==> src/rtl/param_register_file.sv <==
// Parametrised register bank: one byte-masked write port and two registered
// read ports with write-first bypass, optional hard-wired zero entry and clear.
module param_register_file #(
  parameter int WIDTH    = 32,
  parameter int ADDR_W   = 3,
  parameter int ZERO_REG = 0
) (
  input  logic                 clk_i,
  input  logic                 rst_ni,
  input  logic                 clear_i,
  input  logic                 we_i,
  input  logic [ADDR_W-1:0]    wr_addr_i,
  input  logic [WIDTH-1:0]     wr_data_i,
  input  logic [WIDTH/8-1:0]   byte_en_i,
  input  logic                 rd_en_a_i,
  input  logic [ADDR_W-1:0]    rd_addr_a_i,
  output logic [WIDTH-1:0]     rd_data_a_o,
  input  logic                 rd_en_b_i,
  input  logic [ADDR_W-1:0]    rd_addr_b_i,
  output logic [WIDTH-1:0]     rd_data_b_o
);

  localparam int DEPTH = 2 ** ADDR_W;
  localparam int NB    = WIDTH / 8;

  logic [WIDTH-1:0] mem_q [DEPTH];
  logic [WIDTH-1:0] mem_d [DEPTH];
  logic [WIDTH-1:0] rd_a_q, rd_a_d;
  logic [WIDTH-1:0] rd_b_q, rd_b_d;
  logic             wr_blocked;

  assign wr_blocked = (ZERO_REG != 0) && (wr_addr_i == '0);

  // Reads sample mem_d, so a same-cycle write is already merged in (write-first).
  always_comb begin
    mem_d  = mem_q;
    rd_a_d = rd_a_q;
    rd_b_d = rd_b_q;
    if (clear_i) begin
      for (int i = 0; i < DEPTH; i++) mem_d[i] = '0;
      rd_a_d = '0;
      rd_b_d = '0;
    end else begin
      if (we_i && !wr_blocked) begin
        for (int b = 0; b < NB; b++) begin
          if (byte_en_i[b]) mem_d[wr_addr_i][8*b +: 8] = wr_data_i[8*b +: 8];
        end
      end
      if (rd_en_a_i) begin
        rd_a_d = ((ZERO_REG != 0) && (rd_addr_a_i == '0)) ? '0 : mem_d[rd_addr_a_i];
      end
      if (rd_en_b_i) begin
        rd_b_d = ((ZERO_REG != 0) && (rd_addr_b_i == '0)) ? '0 : mem_d[rd_addr_b_i];
      end
    end
  end

  always_ff @(posedge clk_i or negedge rst_ni) begin
    if (!rst_ni) begin
      for (int i = 0; i < DEPTH; i++) mem_q[i] <= '0;
      rd_a_q <= '0;
      rd_b_q <= '0;
    end else begin
      for (int i = 0; i < DEPTH; i++) mem_q[i] <= mem_d[i];
      rd_a_q <= rd_a_d;
      rd_b_q <= rd_b_d;
    end
  end

  assign rd_data_a_o = rd_a_q;
  assign rd_data_b_o = rd_b_q;

endmodule
==> config.mk <==
export PLATFORM = sky130hd
export DESIGN_NAME = param_register_file
export DESIGN_NICKNAME = d
export VERILOG_FILES = /design/src/rtl/param_register_file.sv
export SDC_FILE = /design/constraint.sdc
export NUM_CORES = 1
export LEC_CHECK = 0
export CAP_MARGIN = 20
export CORE_ASPECT_RATIO = 0.75
export CORE_MARGIN = 5
export CORE_UTILIZATION = 33
export CTS_CLUSTER_DIAMETER = 50
export CTS_CLUSTER_SIZE = 25
export DETAILED_ROUTE_END_ITERATION = 10
export PLACE_DENSITY = 0.63
export SKIP_LAST_GASP = 1
export SLEW_MARGIN = 40
export SYNTH_ARGS = -nofsm -noshare
export SYNTH_HDL_FRONTEND = slang
export SYNTH_SLANG_ARGS = --single-unit
==> constraint.sdc <==
create_clock -name clk_i -period 1.66 [get_ports clk_i]
set_clock_uncertainty 0.2 [all_clocks]
set_input_delay 0.249 -clock clk_i [delete_from_list [all_inputs] [get_ports clk_i]]
set_output_delay 0.249 -clock clk_i [all_outputs]
set_load 0.01 [all_outputs]
* After elaboration in Yosys (flattened, before gate mapping)
Cells that the tools add are included.
Storage, ports and cells: input port bits 51, output and inout bits 64, bits in registers 320
Cells by class: bitwise gates (word level) 3, reductions and logical operators 3, mux-type cells 35, magnitude comparators 4
Operator list (number):
- 256-bit two-way mux | 13
- 256-bit bitwise mux | 4
- 32-bit demux with 3-bit select | 4
- 32-bit two-way mux | 9
- 32-bit binary-select mux with 3-bit select | 2
- 24-bit two-way mux | 1
- 16-bit two-way mux | 1
- 4-bit >= comparator, second input constant | 3
- 3-bit inverter with 4-bit output | 3
- 8-bit two-way mux | 1
- 4-bit by 1-bit < comparator with 1-bit output, second input constant | 1
- 2-bit nonzero test | 2
- 1-bit logical AND | 1

* Logic depth before layout (Yosys ltp)
Gate-level depths: netlist of run 1.
depth after elaboration 26, depth in mapped cells 9

* Least setup slack after synthesis of run 1
No wires, ideal clock.
path type input to register, start input port wr_addr_i[0], end register rd_b_q[13], in the netlist rd_data_b_o[13], data arrival time 2.041 ns, setup slack -0.658 ns, required time 1.383 ns, cell stages on the path 9, library setup time 0.077 ns, buffers on the path 3, cells stage by stage buf_4 > buf_4 > nand3b_1 > buf_2 > nor3_1 > a21oi_1 > mux4_2 > a211o_1 > a21oi_1
On the way: cells in the longest elaborated chain, start to end 23
Ends and longest elaborated chain:
- start: declaration | RTL line 12 | input logic [ADDR_W-1:0] wr_addr_i,
- 3-bit inverter with 4-bit output (not written as such) (*) | RTL line 46 | if (byte_en_i[b]) mem_d[wr_addr_i][8*b +: 8] = wr_data_i[8*b +: 8];
- branches (longest 14 deep; another with 4-bit >= comparator)
- 256-bit two-way mux (*) | RTL line 46
- 256-bit two-way mux (*) | RTL line 44 | if (we_i && !wr_blocked) begin
- 256-bit two-way mux (*) | RTL line 39 | if (clear_i) begin
- 32-bit binary-select mux with 3-bit select (*) | RTL line 53 | rd_b_d = ((ZERO_REG != 0) && (rd_addr_b_i == '0)) ? '0 : mem_d[rd_addr_b_i];
- 32-bit two-way mux (not written as such) (*) (2 in a row) | RTL line 53
- 32-bit two-way mux (*) | RTL line 52 | if (rd_en_b_i) begin
- 32-bit two-way mux (*) | RTL line 39
- end signal: assignment | RTL line 66 | rd_b_q <= rd_b_d;
- end: declaration | RTL line 29 | logic [WIDTH-1:0] rd_b_q, rd_b_d;
Every way passes the cells marked *. The select of a mux whose other input is x is not followed. A chain may end at the register's enable or synchronous reset.

* Final worst setup path of run 1
start input port wr_addr_i[1], end register rd_b_q[25], in the netlist rd_data_b_o[25]
On the way: cells in the longest elaborated chain, start to end 23
Ends and longest elaborated chain (RTL line):
- 3-bit inverter with 4-bit output (not written as such) (*) | 46
- 32-bit demux with 3-bit select | 46
- 256-bit bitwise mux | 46
- 256-bit two-way mux | 46
- 256-bit two-way mux | 44
- 256-bit two-way mux | 39
- 256-bit bitwise mux | 46
- 256-bit two-way mux | 46
- (+6 left out)
- 256-bit bitwise mux | 46
- 256-bit two-way mux (*) | 46
- 256-bit two-way mux (*) | 44
- 256-bit two-way mux (*) | 39
- 32-bit binary-select mux with 3-bit select (*) | 53
- 32-bit two-way mux (not written as such) (*) (2 in a row) | 53
- 32-bit two-way mux (*) | 52
- 32-bit two-way mux (*) | 39
Every way passes the cells marked *; elsewhere a longest branch is shown, timed or not. The select of a mux whose other input is x is not followed.

==> results_dict.tcl, run 1 <==
set metrics [dict create \
    run_status "finished with violations" \
    violations_in_the_final_reports "setup timing" \
    grt_start_max_net_pins 90 \
    crit_end "rd_data_b_o[25]$_DFFE_PN0P_" \
    drt-initial-drc-count 2494 \
    netlist_instances 1926 \
    maxClockFrequency_mhz 506 \
    p_leak_nw 12.6 \
    timing.rr.end "rd_data_a_o[28]$_DFFE_PN0P_" \
    slew_headroom_pct 46.7 \
    area_growth_syn_to_layout_pct 50.9 \
    synth_fp_nets 1977 \
    critPathLaunch "wr_addr_i[1]" \
    cts_buffer_depth 3 \
    gr-usage-all-layers_pct 23.5 \
    finalHoldViolations 0 \
    reg_to_reg_critical_path_startpoint "mem_q[60]$_DFF_PN0_" \
    finish.instance_area_sq_um 28100 \
    cts-root-buf "sky130_fd_sc_hd__clkbuf_16" \
    r2r_setup_slack_ps -190 \
    design.die.area_sq_um 61300 \
    cpLargestDelayFamily "buffers and inverters" \
    synth_simple_gate_area_share_pct 16.6 \
    die-height_um 216 \
    grt_antenna_before_repair 2 \
    largest_family_of_logic_cells_by_synthesized_area "multiplexers" \
    syn_avg_cell_area_sq_um 9.66 \
    dp_cells 3086 \
    place_worst_setup_slack_ps -1560 \
    synth-compound-area-share_pct 15.4 \
    first_global_vias 18940 \
    clk_pin_slew_worst_paths_ps 80 \
    antenna_viol_nets_final 0 \
    critPathBufInv 5 \
    fraction_of_the_yosys_area_taken_by_sequential_cells_pct 43.0 \
    finalMaxSlewViolations 0 \
    placement.cell_area_sq_um 24400 \
    cts_made_buffers 37 \
    clkLatencyLatePin_ps 560 \
    vias 18744 \
    slowest_library_cell_on_the_worst_path "sky130_fd_sc_hd__mux4_2" \
    nNetsFinal 2551 \
    final_critical_path_share_of_the_clock_period_pct 119 \
    min-delay-path-class "input pin to flip-flop" \
    path_cells "buf_8 -> clkbuf_4 -> buf_4 -> nor2_4 -> buf_12 -> nand2_8 -> buf_4 -> mux2i_1 -> mux4_2 -> a22o_1 -> nor3_1" \
    globalRoute.totalOverflow 0 \
    cts_tree "done" \
    yosysUniqueCellTypes 71 \
    post_drt_wl_per_cell_um 23.1 \
    ys_dominant_reg_cell "sky130_fd_sc_hd__dfrtp_1" \
    firstDrtPassIters 6 \
    worst-path-stages 11 \
    path_max_fanout 5 \
    cell_depth_of_the_worst_flop_to_flop_path 5 \
    timing.hold.ws_ps 108 \
    mostFrequentLayoutCell "sky130_fd_sc_hd__buf_4" \
    power.density_cell_area_nw_per_um2 741 \
    timing.critical_path.from_type "input pin" \
    io_buffers 114 \
    finalWorstSetupSlack_ps -318 \
    vias_per_cell 5.75 \
    start_util_pct 33.3 \
    drv.max_cap_violation_count 0 \
    place_hpwl_mm 52.5 \
    gpl.final_weighted_congestion 0.959 \
    post_synth_xor_area_fraction_pct 0.135 \
    max_stage_delay_ps 530 \
    required_ps 1940 \
    synth_edf_count 0 \
    vdd.ir_drop.worst_mv 0.669 \
    htree_num_levels 2 \
    postSynth.asyncResetShare_pct 100 \
    synth_area_sq_um 18600 \
    grt_pass1_wl_mm 114 \
    detailed_route_drc_error_count 0 \
    path_class "input pin to flip-flop" \
    postRouteWirelength_mm 75.2 \
    drive_above_1_share_pct 41.6 \
    core_sq_um 55800 \
    fp-row-count 75 \
    setup_viol 64 \
    cts_sink_cnt 320 \
    fin_cells 3260 \
    layout_common_cells "472 x sky130_fd_sc_hd__buf_4, 369 x sky130_fd_sc_hd__nor2_1, 311 x sky130_fd_sc_hd__dfrtp_1, 184 x sky130_fd_sc_hd__mux2i_1, 96 x sky130_fd_sc_hd__nand2_1" \
    critPathCaptureType "flip-flop" \
    ys_ff_latch 320 \
    fillerInstances 4869 \
    worstMarginPinSlew_ps 796 \
    synth_adder_area_share_pct 0 \
    boundaryPins 115 \
    die_x_um 284 \
    post-route-min-period_ps 1980 \
    synth.yosys.warnings 0 \
    grt_setup_unrepaired "true" \
    worst-endpoint-arrival_ps 2260 \
    cpMostUsedCell "sky130_fd_sc_hd__buf_4" \
    synth.area.mux_share_pct 20.5 \
]
-- tightest hold or removal path: stages --
cell	delay, ps
sky130_fd_sc_hd__buf_2	170
sky130_fd_sc_hd__mux4_2	230
sky130_fd_sc_hd__and2_4	140
sky130_fd_sc_hd__o41ai_2	50
-- cells by family after synthesis --
group,after synthesis
and+or+nand+nor,683
AOI/OAI and AO/OA,420
DFF,320
buffers and inverters,186
muxes,315
xor gates and xnor gates,2
-- what timing repair did --
action,4_1_cts,5_1_grt
setup endpoints to repair,311,83
buffers inserted,74,31
hold buffers,3,0
pin swaps,70,61
cloned,5,0
endpoints found under the hold margin,323,0
gates resized for setup,517,151
-- registers in the layout (all words and copies together), names as in the netlist --
register and cells:
mem_q 256, rd_data_a_o 32, rd_data_b_o 32
-- Yosys cell counts, types with 22 or more instances --
cell type	count	area share, %
sky130_fd_sc_hd__nor2_1	383	7.7
sky130_fd_sc_hd__dfrtp_1	320	43
sky130_fd_sc_hd__mux2i_1	251	14
sky130_fd_sc_hd__clkbuf_1	124	2.5
sky130_fd_sc_hd__nand2_1	107	2.2
sky130_fd_sc_hd__a21oi_1	77	2.1
sky130_fd_sc_hd__o21ai_0	77	2.1
sky130_fd_sc_hd__nor3_1	71	1.9
sky130_fd_sc_hd__mux4_2	52	6.3
sky130_fd_sc_hd__o22ai_1	30	1.0
sky130_fd_sc_hd__a211oi_1	27	1.1
sky130_fd_sc_hd__buf_2	23	0.62
sky130_fd_sc_hd__o211ai_1	22	0.89
-- report_power, final --
part,total (mW),leakage [nW],internal [mW],switching [mW]
clock network,8.95,0.634,5.01,3.94
registers,8.08,4.42,7.95,0.126
logic,3.78,7.52,1.68,2.10
total,20.8,12.6,14.6,6.17
-- layer usage --
metal / vias to the layer above / wire length [um] / GRT usage [%]
met1: 9322 / 31800 / 33.3
li1: 8180 / - / -
met3: 192 / 8470 / 7.23
met5: - / 0 / 0
met2: 1050 / 32500 / 34.7
met4: 0 / 2390 / 6.98
-- worst min-delay path by stage --
stage | start | to | slack [ps] | cells past startpoint
finish | rd_addr_b_i[1] | rd_data_b_o[5]$_DFFE_PN0P_ | 110 | 4
global route | rd_addr_b_i[1] | rd_data_b_o[5]$_DFFE_PN0P_ | 100 | 4
CTS | rd_addr_b_i[0] | rd_data_b_o[2]$_DFFE_PN0P_ | 80 | 3
detailed placement | rst_ni | mem_q[221]$_DFF_PN0_ | -40 | 1
global placement | rst_ni | mem_q[221]$_DFF_PN0_ | -40 | 1
floorplan | rst_ni | mem_q[0]$_DFF_PN0_ | -250 | 0
-- metrics by stage --
| step | util, % | total power [mW] | setup TNS [ps] |
|---|---|---|---|
| 6_report | 50.3 | 20.8 | -11200 |
| 5_1_grt | 50.3 | 21.5 | -13600 |
| 4_1_cts | 48.7 | 20.7 | -7080 |
| 3_5_place_dp | 43.8 | 11.5 | -244340 |
| 3_3_place_gp | 43.8 | 11.4 | -235560 |
| 2_1_floorplan | - | 9.66 | -23620 |
-- layout make-up --
| cell class | instances | area, sq um | share of cell area, % |
|---|---|---|---|
| Timing Repair Buffer | 712 | 6470 | 23.0 |
| Multi-Input combinational cell | 1420 | 11300 | 40.3 |
| Tap cell | 731 | 915 | 3.26 |
| Antenna cell | 1 | 2.50 | 0.00891 |
| Inverter | 9 | 40.0 | 0.143 |
| Clock inverter | 25 | 325 | 1.16 |
| Sequential cell | 320 | 8020 | 28.6 |
| Clock buffer | 42 | 997 | 3.55 |
No activity file was read; power rests on OpenSTA's default activity.
==> inputs of run 2 (changes only) <==
- ABC_CLOCK_PERIOD_IN_PS: default -> 2000
- CORE_UTILIZATION: 33 -> 60
- PLACE_DENSITY: 0.63 -> 0.92
- clock period: 1.66 -> 2 ns (I/O delays scaled with it)
==> results_dict.tcl, run 2 <==
set metrics [dict create \
    worst-endpoint-pin-kind "register data pin" \
    boundaryPins 115 \
    cts_buffer_depth 3 \
    place_worst_setup_slack_ps -1300 \
    synth_simple_gate_area_share_pct 16.6 \
    gpl.final_weighted_congestion 1.01 \
    post_synth_xor_area_fraction_pct 0.135 \
    globalRoute.totalOverflow 85 \
    crit_endpoint "rd_data_b_o[19]$_DFFE_PN0P_/D" \
    netlist_instances 1926 \
    synth.largest_area_cell "sky130_fd_sc_hd__dfrtp_1" \
    htree_num_levels 1 \
    synthTopCellsByArea "sky130_fd_sc_hd__dfrtp_1 43%, sky130_fd_sc_hd__mux2i_1 14%, sky130_fd_sc_hd__nor2_1 7.7%" \
    cts_made_buffers 31 \
    synth_edf_count 0 \
    place_hpwl_mm 52.1 \
    synth-compound-area-share_pct 15.4 \
    synth_fp_nets 1977 \
    run.stop_error "[ERROR GRT-0232] Routing congestion too high. Check the congestion heatmap in the GUI." \
    start_util_pct 61.3 \
    run_status "did not finish" \
    largest_family_of_logic_cells_by_synthesized_area "multiplexers" \
    synth.area.mux_share_pct 20.5 \
    io_buffers 114 \
    fp-row-count 55 \
    synth_adder_area_share_pct 0 \
    yosysUniqueCellTypes 71 \
    die-height_um 162 \
    grt_start_max_net_pins 148 \
    synthDominantCellAreaShare_pct 43.0 \
    synth_area_sq_um 18600 \
    cts-root-buf "sky130_fd_sc_hd__clkbuf_16" \
    die_x_um 213 \
    gr-usage-all-layers_pct 77.7 \
    last-stage-reached "global routing (5_1_grt)" \
    fraction_of_the_yosys_area_taken_by_sequential_cells_pct 43.0 \
    cts_sink_cnt 320 \
    postSynth.asyncResetShare_pct 100 \
    ys_dominant_reg_cell "sky130_fd_sc_hd__dfrtp_1" \
    ys_ff_latch 320 \
    synth_most_common_cell "sky130_fd_sc_hd__nor2_1" \
    synth.yosys.warnings 0 \
    syn_avg_cell_area_sq_um 9.66 \
    synth_commonest_cells "383 x sky130_fd_sc_hd__nor2_1, 320 x sky130_fd_sc_hd__dfrtp_1, 251 x sky130_fd_sc_hd__mux2i_1" \
]
## run 2: logic make-up after synthesis
group           after synthesis
compound gates              420
xor+xnor                      2
buf+inv                     186
flops                       320
mux                         315
simple gates                683
## run 2: timing repair
item / 4_1_cts
cloned: 0
hold buffers: 2
setup endpoints to repair: 226
pin swaps: 14
resized for setup: 169
buffers inserted: 10
hold endpoints to repair: 323
## run 2: metrics by stage
stage	hold WS [ps]	cell area, sq um	cells	util (%)	TNS, ps
floorplan	-196	18800	1926	-	-6260
global placement	63.3	23300	2698	76.8	-133990
detailed placement	72.7	23300	2698	76.8	-180610
CTS	56.6	24800	2767	81.8	0
## run 2: routing by layer
metal  GRT overflow  GRT usage [%]
met3              4           72.1
met4             37           71.9
met1              4           77.9
met5              3           54.3
met2             37           86.8
==> inputs of run 3 (changes only) <==
- CORE_ASPECT_RATIO: 0.75 -> default
- CORE_UTILIZATION: 60 -> 40
- CTS_CLUSTER_DIAMETER: 50 -> default
- CTS_CLUSTER_SIZE: 25 -> default
- PLACE_DENSITY: 0.92 -> default
- PLACE_DENSITY_LB_ADDON: default -> 0.15
==> results_dict.tcl, run 3 (same netlist as run 1, synthesis figures left out) <==
set metrics [dict create \
    design.die.area_sq_um 50900 \
    cts-root-buf "sky130_fd_sc_hd__clkbuf_16" \
    cts_sink_cnt 320 \
    min-delay-path-class "input pin to async pin" \
    placement.cell_area_sq_um 24100 \
    required_ps 2240 \
    postRouteWirelength_mm 71.5 \
    antenna_viol_nets_final 0 \
    vias_per_cell 5.77 \
    drv.max_cap_violation_count 0 \
    cts_tree "done" \
    grt_antenna_before_repair 1 \
    fillerInstances 4026 \
    top_register "mem_q" \
    largest_register_ffs 256 \
    core_occupancy_in_the_finished_layout_pct 57.7 \
    maxClockFrequency_mhz 475 \
    worstMarginPinSlew_ps 769 \
    core_sq_um 46300 \
    gpl.final_weighted_congestion 0.917 \
    critPathCaptureType "flip-flop" \
    die_x_um 226 \
    drt-initial-drc-count 1522 \
    p_leak_nw 12.2 \
    setup_viol 3 \
    finalWorstSetupSlack_ps -104 \
    first_global_vias 18265 \
    cts_made_buffers 39 \
    timing.critical_path.from_type "input pin" \
    grt_start_max_net_pins 110 \
    ff_latch_area_sq_um 8010 \
    cpLargestDelayFamily "simple AND/OR/NAND/NOR gates" \
    start_util_pct 40.2 \
    area_growth_syn_to_layout_pct 43.6 \
    finalHoldViolations 0 \
    vias 17802 \
    globalRoute.totalOverflow 0 \
    vdd.ir_drop.worst_mv 0.572 \
    htree_num_levels 2 \
    fp-row-count 79 \
    final_critical_path_share_of_the_clock_period_pct 105 \
    multiInputGateArea_sq_um 10600 \
    layout_common_cells "467 x sky130_fd_sc_hd__buf_4, 374 x sky130_fd_sc_hd__nor2_1, 319 x sky130_fd_sc_hd__dfrtp_1, 215 x sky130_fd_sc_hd__mux2i_1, 100 x sky130_fd_sc_hd__nand2_1" \
    critPathBufInv 4 \
    post-route-min-period_ps 2100 \
    boundaryPins 115 \
    gr-usage-all-layers_pct 27.8 \
    violations_in_the_final_reports "setup timing" \
    slew_headroom_pct 48.6 \
    max_stage_delay_ps 480 \
    nNetsFinal 2499 \
    clk_pin_slew_worst_paths_ps 60 \
    run_status "finished with violations" \
    drive_above_1_share_pct 33.5 \
    firstDrtPassIters 5 \
    finish.instance_area_sq_um 26700 \
    r2r_setup_slack_ps 190 \
    cts_buffer_depth 3 \
    finalMaxSlewViolations 0 \
    clkLatencyLatePin_ps 560 \
    place_hpwl_mm 50.1 \
    grt_setup_unrepaired "true" \
    mostFrequentLayoutCell "sky130_fd_sc_hd__buf_4" \
    grt_pass1_wl_mm 110 \
    power.density_cell_area_nw_per_um2 629 \
    path_max_fanout 5 \
    post_drt_wl_per_cell_um 23.2 \
    slowest_library_cell_on_the_worst_path "sky130_fd_sc_hd__mux4_2" \
    io_buffers 114 \
    detailed_route_drc_error_count 0 \
    reg_to_reg_critical_path_startpoint "mem_q[57]$_DFF_PN0_" \
    die-height_um 226 \
    path_class "input pin to flip-flop" \
    critPathLaunch "wr_addr_i[2]" \
    worst-endpoint-arrival_ps 2340 \
    cpMostUsedCell "sky130_fd_sc_hd__buf_12" \
    path_cells "buf_12 -> buf_8 -> or2b_4 -> buf_12 -> nor2_4 -> buf_12 -> mux2i_4 -> mux4_2 -> and2_4 -> o41ai_4" \
]
-- run 3: report_power, final --
group	total (mW)	internal, mW	switching, mW	leakage [nW]
Combinational	2.86	1.25	1.60	7.18
Clock	7.24	4.35	2.89	0.644
Sequential	6.70	6.61	0.0905	4.43
Total	16.8	12.2	4.58	12.2
-- run 3: metrics by stage --
step	std cells	total power, mW	worst slack (ps)	hold slack, ps	setup TNS, ps
after CTS	3059	16.8	-45.2	67.1	-118
after detailed placement	2957	9.42	-1130	70.7	-155690
final	3083	16.8	-104	60.7	-109
after floorplan	1926	8.00	-207	-196	-6260
after global placement	2957	9.40	-1120	65.2	-147210
after global routing	3083	17.4	-105	95.1	-334
-- run 3: metal layers --
layer,global-route usage (%),vias to the layer above,wire length [um]
li1,-,8058,-
met1,38.1,8887,30200
met2,45.2,704,34200
met3,4.37,153,4720
met4,9.41,0,2360
met5,0,-,0
-- run 3: timing repair --
item,in CTS,in global routing
setup endpoints to repair,118,62
hold buffers,2,0
cloned,3,2
hold endpoints to repair,324,0
buffers inserted,30,23
pin swaps,16,32
resized for setup,150,106
-- run 3: path summary, 6_finish.rpt --
path | cells past startpoint | endpoint
worst max-delay path | 10 | rd_data_b_o[2]$_DFFE_PN0P_
worst min-delay path | 2 | mem_q[35]$_DFF_PN0_
worst max register to register | 6 | rd_data_a_o[25]$_DFFE_PN0P_
worst min register to register | 2 | rd_data_b_o[16]$_DFFE_PN0P_
max in group asynchronous | 3 | mem_q[142]$_DFF_PN0_
min in group clk_i | 4 | rd_data_a_o[21]$_DFFE_PN0P_
-- run 3: layout make-up --
type                            instances  share of cell area (%)
Sequential cell                       320                    30.0
Tap cell                              607                    2.84
Antenna cell                            1                 0.00937
Inverter                                9                   0.126
Timing Repair Buffer                  658                    22.5
Clock inverter                         11                   0.403
Clock buffer                           57                    4.44
Multi-Input combinational cell       1420                    39.7
==> inputs of run 4 (changes only) <==
- ABC_CLOCK_PERIOD_IN_PS: 2000 -> default
- MAX_ROUTING_LAYER: default -> met4
- clock period: 2 -> 2.2 ns (I/O delays scaled with it)
==> results_dict.tcl, run 4 (same netlist as run 1, synthesis figures left out) <==
set metrics [dict create \
    mostFrequentLayoutCell "sky130_fd_sc_hd__buf_4" \
    cpMostUsedCell "sky130_fd_sc_hd__buf_4" \
    path_cells "dlygate4sd2_1 -> buf_4 -> buf_4 -> nand4b_1 -> buf_4 -> mux2i_1 -> mux4_2 -> and2_1 -> o41ai_2" \
    required_ps 2440 \
    reg_to_reg_critical_path_startpoint "mem_q[59]$_DFF_PN0_" \
    setup_viol 0 \
    grt_use_met2_pct 41.7 \
    post_drt_wl_per_cell_um 22.8 \
    core_occupancy_in_the_finished_layout_pct 55.7 \
    fin_cells 3007 \
    timing.critical_path.from_type "input pin" \
    fillerInstances 4134 \
    final_critical_path_share_of_the_clock_period_pct 96.9 \
    core_sq_um 46300 \
    gpl.final_weighted_congestion 0.910 \
    cts_sink_cnt 320 \
    area_growth_syn_to_layout_pct 38.5 \
    dp_cells 2911 \
    antenna_viol_nets_final 0 \
    layout_common_cells "390 x sky130_fd_sc_hd__buf_4, 375 x sky130_fd_sc_hd__nor2_1, 320 x sky130_fd_sc_hd__dfrtp_1, 244 x sky130_fd_sc_hd__mux2i_1, 102 x sky130_fd_sc_hd__nand2_1" \
    worstMarginPinSlew_ps 843 \
    die_x_um 226 \
    die-height_um 226 \
    place_hpwl_mm 48.4 \
    design.die.area_sq_um 50900 \
    globalRoute.totalOverflow 0 \
    grt_use_met3_pct 4.61 \
    finalMaxSlewViolations 0 \
    slew_headroom_pct 43.8 \
    drive_above_1_share_pct 28.4 \
    grt_most_used_layer "met2" \
    htree_num_levels 2 \
    gr-usage-all-layers_pct 27.4 \
    critPathCaptureType "flip-flop" \
    r2r_setup_slack_ps 370 \
    min-delay-path-class "input pin to async pin" \
    clk_pin_slew_worst_paths_ps 60 \
    boundaryPins 115 \
    max_stage_delay_ps 500 \
    path_class "input pin to flip-flop" \
    postRouteWirelength_mm 68.6 \
    grt_pass1_wl_mm 105 \
    grt_antenna_before_repair 1 \
    slowest_library_cell_on_the_worst_path "sky130_fd_sc_hd__mux4_2" \
    vias_per_cell 5.81 \
    timing.rr.end "rd_data_a_o[27]$_DFFE_PN0P_" \
    fp-row-count 79 \
    cpLargestDelayFamily "buffers and inverters" \
    drt-initial-drc-count 1819 \
    io_buffers 114 \
    power.density_cell_area_nw_per_um2 598 \
    total_power_mw 15.4 \
    post-route-min-period_ps 2130 \
    run_status "complete, no violations" \
    firstDrtPassIters 5 \
    critPathBufInv 4 \
    largest_register_ffs 256 \
    cell_depth_of_the_worst_flop_to_flop_path 5 \
    vdd.ir_drop.worst_mv 0.591 \
    vias 17479 \
    cts_made_buffers 39 \
    first_global_vias 17659 \
    grt_start_max_net_pins 174 \
    finalHoldViolations 0 \
    clkLatencyLatePin_ps 550 \
    cts-root-buf "sky130_fd_sc_hd__clkbuf_16" \
    cts_tree "done" \
    p_leak_nw 11.5 \
    drv.max_cap_violation_count 0 \
    nNetsFinal 2420 \
    path_max_fanout 6 \
    grt_setup_unrepaired "false" \
    worst-endpoint-arrival_ps 2370 \
    cts_buffer_depth 3 \
    start_util_pct 40.2 \
    routing_usage_on_met1_pct 38.1 \
    worst-path-stages 9 \
    detailed_route_drc_error_count 0 \
    top_register "mem_q" \
    maxClockFrequency_mhz 469 \
]
-- run 4: cell types whose count changed in the layout (fill, tap and decap cells not counted), moves of 11 or more --
cell | previous run | this run
sky130_fd_sc_hd__buf_12 | 51 | 65
sky130_fd_sc_hd__clkdlybuf4s50_1 | 50 | 100
sky130_fd_sc_hd__buf_4 | 467 | 390
sky130_fd_sc_hd__mux2i_2 | 28 | 7
sky130_fd_sc_hd__mux2i_1 | 215 | 244
sky130_fd_sc_hd__dlygate4sd2_1 | 39 | 3
sky130_fd_sc_hd__buf_6 | 20 | 9
sky130_fd_sc_hd__o21ai_0 | 63 | 75
-- run 4: stage by stage --
step           TNS, ps  hold slack (ps)  worst slack (ps)  instance area (sq um)
6_report             0             27.6              67.6                  25800
5_1_grt              0             39.0              23.0                  25800
4_1_cts          -10.9             12.2             -10.9                  25600
3_5_place_dp    -98470             2.20              -882                  23900
3_3_place_gp    -90040             4.84              -840                  23900
2_1_floorplan     -357             -166             -65.6                  18800
-- run 4: power by group --
group | total, mW | leakage, nW | internal [mW] | switching [mW]
Clock | 6.86 | 0.674 | 4.25 | 2.61
Combinational | 2.46 | 6.40 | 1.08 | 1.38
Sequential | 6.09 | 4.43 | 6.00 | 0.0835
-- run 4: layout make-up --
cell class	count	area, sq um	share of cell area [%]
Clock buffer	60	1210	4.68
Multi-Input combinational cell	1420	10100	39.3
Clock inverter	11	161	0.626
Timing Repair Buffer	579	5480	21.3
Antenna cell	1	2.50	0.00971
Tap cell	607	759	2.95
Inverter	9	33.8	0.131
Sequential cell	320	8010	31.1
-- run 4: how the worst max path moves through the flow --
stage            startpoint                     endpoint  slack, ps
6_report       byte_en_i[2]  rd_data_b_o[18]$_DFFE_PN0P_         70
5_1_grt        wr_addr_i[2]  rd_data_b_o[18]$_DFFE_PN0P_         20
4_1_cts        wr_addr_i[2]  rd_data_b_o[15]$_DFFE_PN0P_        -10
3_5_place_dp   wr_addr_i[1]  rd_data_a_o[27]$_DFFE_PN0P_       -880
3_3_place_gp   wr_addr_i[2]   rd_data_b_o[2]$_DFFE_PN0P_       -840
2_1_floorplan  wr_addr_i[0]  rd_data_b_o[15]$_DFFE_PN0P_        -70
-- run 4: timing repair --
| item | 4_1_cts | 5_1_grt |
|---|---|---|
| buffers inserted | 6 | 13 |
| endpoints found under the setup margin | 56 | 44 |
| pin swaps | 7 | 8 |
| hold buffers | 1 | 0 |
| endpoints found under the hold margin | 320 | 0 |
| resized for setup | 45 | 29 |
| cloned | 4 | 0 |
-- run 4: routing by layer --
layer / part of all wire, % / up-vias / routed length, um
met1: 44 / 8742 / 30200
met4: 2.8 / 0 / 1920
li1: - / 7913 / -
met5: 0 / - / 0
met2: 46 / 696 / 31500
met3: 7.2 / 128 / 4920
